File: src/rtl/tff_ctrl_pkg.sv
// Shared types and helpers for the toggle-flip-flop counter controller.
package tff_ctrl_pkg;

    localparam int MAX_W = 32;

    typedef enum logic [1:0] {
        ST_IDLE = 2'd0,
        ST_LOAD = 2'd1,
        ST_RUN  = 2'd2,
        ST_DONE = 2'd3
    } state_t;

    // Toggle mask that moves count one step; callers truncate to their width.
    function automatic logic [MAX_W-1:0] next_toggle(input logic [MAX_W-1:0] count,
                                                     input logic up);
        return count ^ (up ? count + 1'b1 : count - 1'b1);
    endfunction

endpackage

File: src/rtl/tff_bank.sv
// Bank of WIDTH toggle cells, falling-edge clocked, reset to zero.
module tff_bank #(
    parameter int WIDTH = 4
) (
    input  logic             CLK,
    input  logic             RST_N,
    input  logic [WIDTH-1:0] T_VEC,
    output logic [WIDTH-1:0] Q
);

    logic [WIDTH-1:0] q_q;

    for (genvar i = 0; i < WIDTH; i++) begin : g_cell
        always_ff @(negedge CLK or negedge RST_N) begin
            if (!RST_N) begin
                q_q[i] <= 1'b0;
            end else if (T_VEC[i]) begin
                q_q[i] <= ~q_q[i];
            end
        end
    end

    assign Q = q_q;

endmodule

File: src/rtl/tff_count_ctrl.sv
// Start/stop up/down counter built from a T-FF bank; the controller only
// issues toggle enables, the count itself lives in the bank.
module tff_count_ctrl
    import tff_ctrl_pkg::*;
#(
    parameter int WIDTH = 4
) (
    input  logic             CLK,
    input  logic             RST_N,
    input  logic             START,
    input  logic             UP,
    input  logic [WIDTH-1:0] MOD,
    input  logic             PAUSE,
    output logic [WIDTH-1:0] COUNT,
    output logic [WIDTH-1:0] T_VEC,
    output logic             BUSY,
    output logic             DONE,
    output logic [1:0]       STATE_DBG
);

    // Handshake: START is a level sampled on the falling edge only while IDLE;
    // UP and MOD are captured on that same edge and ignored otherwise.

    state_t           state_q, state_d;
    logic             up_q;
    logic [WIDTH-1:0] mod_q;
    logic             busy_q;
    logic             done_q;
    logic [WIDTH-1:0] t_vec;
    logic [WIDTH-1:0] term;
    logic [WIDTH-1:0] init;

    assign term = up_q ? mod_q : '0;
    assign init = up_q ? '0 : mod_q;

    always_comb begin
        state_d = state_q;
        t_vec   = '0;
        case (state_q)
            ST_IDLE: begin
                if (START) state_d = ST_LOAD;
            end
            ST_LOAD: begin
                t_vec   = COUNT ^ init;
                state_d = ST_RUN;
            end
            ST_RUN: begin
                // Terminal check wins over PAUSE so a paused run still finishes.
                if (COUNT == term) begin
                    state_d = ST_DONE;
                end else if (!PAUSE) begin
                    t_vec = WIDTH'(next_toggle(MAX_W'(COUNT), up_q));
                end
            end
            ST_DONE: begin
                state_d = ST_IDLE;
            end
            default: begin
                state_d = ST_IDLE;
            end
        endcase
    end

    always_ff @(negedge CLK or negedge RST_N) begin
        if (!RST_N) begin
            state_q <= ST_IDLE;
            up_q    <= 1'b0;
            mod_q   <= '0;
            busy_q  <= 1'b0;
            done_q  <= 1'b0;
        end else begin
            state_q <= state_d;
            busy_q  <= (state_d == ST_LOAD) || (state_d == ST_RUN);
            done_q  <= (state_d == ST_DONE);
            if (state_q == ST_IDLE && START) begin
                up_q  <= UP;
                mod_q <= MOD;
            end
        end
    end

    tff_bank #(.WIDTH(WIDTH)) u_bank (
        .CLK   (CLK),
        .RST_N (RST_N),
        .T_VEC (t_vec),
        .Q     (COUNT)
    );

    assign T_VEC     = t_vec;
    assign BUSY      = busy_q;
    assign DONE      = done_q;
    assign STATE_DBG = state_q;

endmodule

File: config.mk
export PLATFORM = sky130hd
export DESIGN_NAME = tff_count_ctrl
export DESIGN_NICKNAME = d
export VERILOG_FILES = /design/src/rtl/tff_ctrl_pkg.sv /design/src/rtl/tff_bank.sv /design/src/rtl/tff_count_ctrl.sv
export SDC_FILE = /design/constraint.sdc
export NUM_CORES = 1
export LEC_CHECK = 0
export ABC_AREA = 1
export CAP_MARGIN = 20
export CORE_ASPECT_RATIO = 1.2
export CORE_UTILIZATION = 52
export DETAILED_ROUTE_END_ITERATION = 7
export GPL_TIMING_DRIVEN = 1
export PLACE_DENSITY = 0.83
export RECOVER_POWER = 25
export SYNTH_ARGS = -nofsm -noshare
export SYNTH_HDL_FRONTEND = slang
export SYNTH_HIERARCHICAL = 1
export SYNTH_SLANG_ARGS = --single-unit
File: constraint.sdc
create_clock -name CLK -period 4.9 [get_ports CLK]
set_clock_uncertainty 0.15 [all_clocks]
set_input_delay 0.735 -clock CLK [delete_from_list [all_inputs] [get_ports CLK]]
set_output_delay 0.735 -clock CLK [all_outputs]
set_load 0.03 [all_outputs]
* After elaboration in Yosys (flattened, before gate mapping)
Cells that the tools add are included.
** Word-level totals
- Input bits :: 9
- Logic and storage cells :: 36
- Flip-flop bits (word level) :: 13
- Output and inout bits :: 12
** Operators by class
- Equality and inequality tests :: 7
- Reduce and logical (&&, ||, !) cells :: 3
- Add/subtract/negate cells :: 2
- Bitwise logic cells :: 6
- Mux-type cells :: 9
** Operators by type and width (count)
- $mux W4 :: 5
- $eq A2 B2 Y1 const B :: 4
- $pmux W2 S4 :: 1
- $pmux W4 S2 :: 1
- $xor A4 B4 Y4 :: 2
- $add A4 B1 Y4 const B :: 1
- $eq A2 B1 Y1 const B :: 2
- $eq A4 B4 Y1 :: 1
- $mux W2 :: 2
- $not A1 Y1 :: 4
- $sub A4 B1 Y4 const B :: 1
- $logic_not A2 Y1 :: 1
- $logic_and A1 B1 Y1 :: 1
- $logic_or A1 B1 Y1 :: 1

* Depth between registers and ports, before layout
- Depth after elaboration :: 6
- Gate-level depth with buffers :: 13
- Gate-level depth less buffers :: 12

* Modules after synthesis
Netlist, hierarchy kept.
** Modules (own cells, without submodules)
- tff_count_ctrl :: seq. area each 225.2 um^2, area an instance 729.4 um^2, cells an instance 96, times used 1
- tff_bank :: seq. area each 100.1 um^2, area an instance 175.2 um^2, cells an instance 24, times used 1

==> metrics.yaml <==
outcome:
  status: "finished, violations left"
  failed_checks: "negative setup slack"
critical_path:
  cp.arrival_ps: 4360
  cp-end-kind: "output port"
  crit_type: "register to output port"
  worstPathRequired_ps: 4010
  cp_max_fo: 2
  r2r_cells: 10
  start_kind: "register"
sta:
  tightest_slew_ps: 618
  setup_tns_ps: -1100
  slew_headroom_pct: 58.7
  finalSetupViolCount: 4
  hold_viol: 0
  slew_violations: 0
  fin_ws_ps: -344
  rsz0062_at_grt: "yes"
cts:
  cts_num_sinks: 13
  htreeDepth: 1
  clk_latency_ps: 280
  clockBufferDepth: 2
  cts_tree: "built"
  cts-buffers-inserted: 3
  cts_hold_buf: 0
  path_clk_slew_ps: 60
  cts_root_buf: "clkbuf_4"
cells_and_area:
  n_antenna_cell: 0
  final_area_um2: 1360
  drive_gt1_share_pct: 28.7
  instances_no_fill: 175
  area_growth_pct: 50.1
  fin_nets: 175
global_route:
  grt_max_degree: 14
  antenna_found_initial: 0
  grt_pass1_wl_um: 3240
  grt-ovfl-total: 0
  grt_pass1_vias: 810
  grt_use_total_pct: 25.7
routing:
  drt_first_iter_violations: 29
  via_per_inst: 5.29
  wl_um: 2310
  dr.pass1.iters: 4
  via_count: 926
  ant_nets: 0
  routedWlPerCell_um: 13.2
  drc: 0
placed_design:
  portBuffers: 20
  placed_area_um2: 1220
  gp_congestion: 0.875
  place_hpwl_um: 1720
  dp_cells: 166
synth:
  syn-cell-area_um2: 905
  synth_most_common_cell: "nand2_1"
  synth_area_leader_cell: "dfrtn_1"
  syn_avg_cell_area_um2: 7.54
  async_flop_share_pct: 100
  synth_nets: 137
  ys_seq_area_share_pct: 36.0
  yosysTopAreaCellShare_pct: 36.0
  synth_edf_count: 0
  ys_warn_count: 6
  ys_top_cells_by_count: "40 x nand2_1, 20 x inv_1, 13 x dfrtn_1"
  ys_seq_elements: 13
  synth_ff_type: "dfrtn_1"
  ys_top_cells_by_area: "dfrtn_1 36%, nand2_1 17%, ha_1 9.7%"
  synth_cell_type_count: 19
  synthCells: 120
floorplanning:
  ios: 21
  die_w_um: 40.1
  core_area_um2: 1620
  num_rows: 16
  dieArea_um2: 1910
  die_y_um: 47.7
  start_util_pct: 55.8
worst_hold_path:
  hp-class: "register to register"
  min_path_cells: 3
flow_run:
  maxCapViolations: 0
pwr:
  leakagePower_nw: 0.679
  ir_drop_v: 0.000461
  power_mw: 1.09
  p_per_area_nw_per_um2: 801
## placed cells by master, fill, tap and decap left out, drive strengths merged
| master | instances |
|---|---|
| nand3b | 1 |
| a21boi | 3 |
| xnor2 | 1 |
| fa | 1 |
| dlymetal6s2s | 2 |
| clkbuf | 4 |
| nor2 | 4 |
| dfrtn | 13 |
| o21ai | 5 |
| nand2 | 42 |
| clkdlybuf4s50 | 12 |
| inv | 21 |
| buf | 18 |
| a21oi | 5 |
| ha | 7 |
| dlygate4sd2 | 1 |
| nand3 | 11 |
| mux2 | 4 |
| nand4 | 1 |
| dlygate4sd3 | 1 |
## cell type report
class / count / area [um2]
multi-input combinational: 85 / 594
sequential: 13 / 325
timing repair buffer: 34 / 310
fill: 92 / 264
inverter: 21 / 78.8
clock buffer: 4 / 26.3
tap: 18 / 22.5
## flip-flops by register name (all words and copies together) (netlist names)
register and count:
mod_q 4, STATE_DBG 2, DONE 1, BUSY 1
up_q 1, u_bank/Q 4
## critical path, cell delays in order (launching register included)
cell	delay (ps)
dfrtn_1	420
inv_2	60
fa_2	360
inv_1	60
nand2_1	60
nand3_1	80
nand2_1	60
nand3b_1	200
a21oi_4	180
buf_6	150
## timing repair
action | in CTS | in global routing
setup endpoints to repair | 4 | 6
pin swaps | 4 | 2
buffers inserted | 2 | 3
cloned | 0 | 0
hold endpoints to repair | 0 | 0
gates resized for setup | 6 | 8
## path summary, 6_finish.rpt
check	startpoint	to	slack [ps]
worst max-delay path	u_bank/Q[0]$_DFFE_NN0P_	T_VEC[2]	-340
worst min-delay path	u_bank/Q[3]$_DFFE_NN0P_	u_bank/Q[3]$_DFFE_NN0P_	320
worst max register to register	u_bank/Q[1]$_DFFE_NN0P_	u_bank/Q[1]$_DFFE_NN0P_	2760
worst min register to register	u_bank/Q[3]$_DFFE_NN0P_	u_bank/Q[3]$_DFFE_NN0P_	320
max in group asynchronous	RST_N	STATE_DBG[0]$_DFF_NN0_	1080
min in group asynchronous	RST_N	up_q$_DFFE_NN0P_	3090
## per-stage QoR
step | setup slack (ps) | hold slack (ps) | utilization [%]
after global routing | -404 | 360 | 83.7
after floorplan | -264 | 336 | -
after CTS | -346 | 327 | 79.4
after global placement | -57.3 | 299 | 75.3
final | -344 | 319 | 83.7
after detailed placement | -101 | 325 | 75.3
## logic make-up after synthesis
logic type	share of synthesized area, %
DFF	36.0
and+or+nand+nor	27.8
muxes	4.98
xor gates and xnor gates	0.968
adders and majority gates	11.9
AOI/OAI and AO/OA	8.44
buffers and inverters	9.96
## where the power goes
part	switching, mW	internal (mW)	leakage [nW]
clock	0.0350	0.0315	0.0150
sequential	0.0512	0.166	0.156
combinational	0.450	0.353	0.508
total	0.536	0.551	0.679
## metal layers
metal  vias up  share of wire, %  global-route usage (%)
li1        454                 -                       -
met5         -                 0                       0
met2        35                53                    46.1
met4         0               2.1                    17.9
met1       431                40                    27.7
met3         6               4.9                    2.33
(Power assumes the default switching activity.)
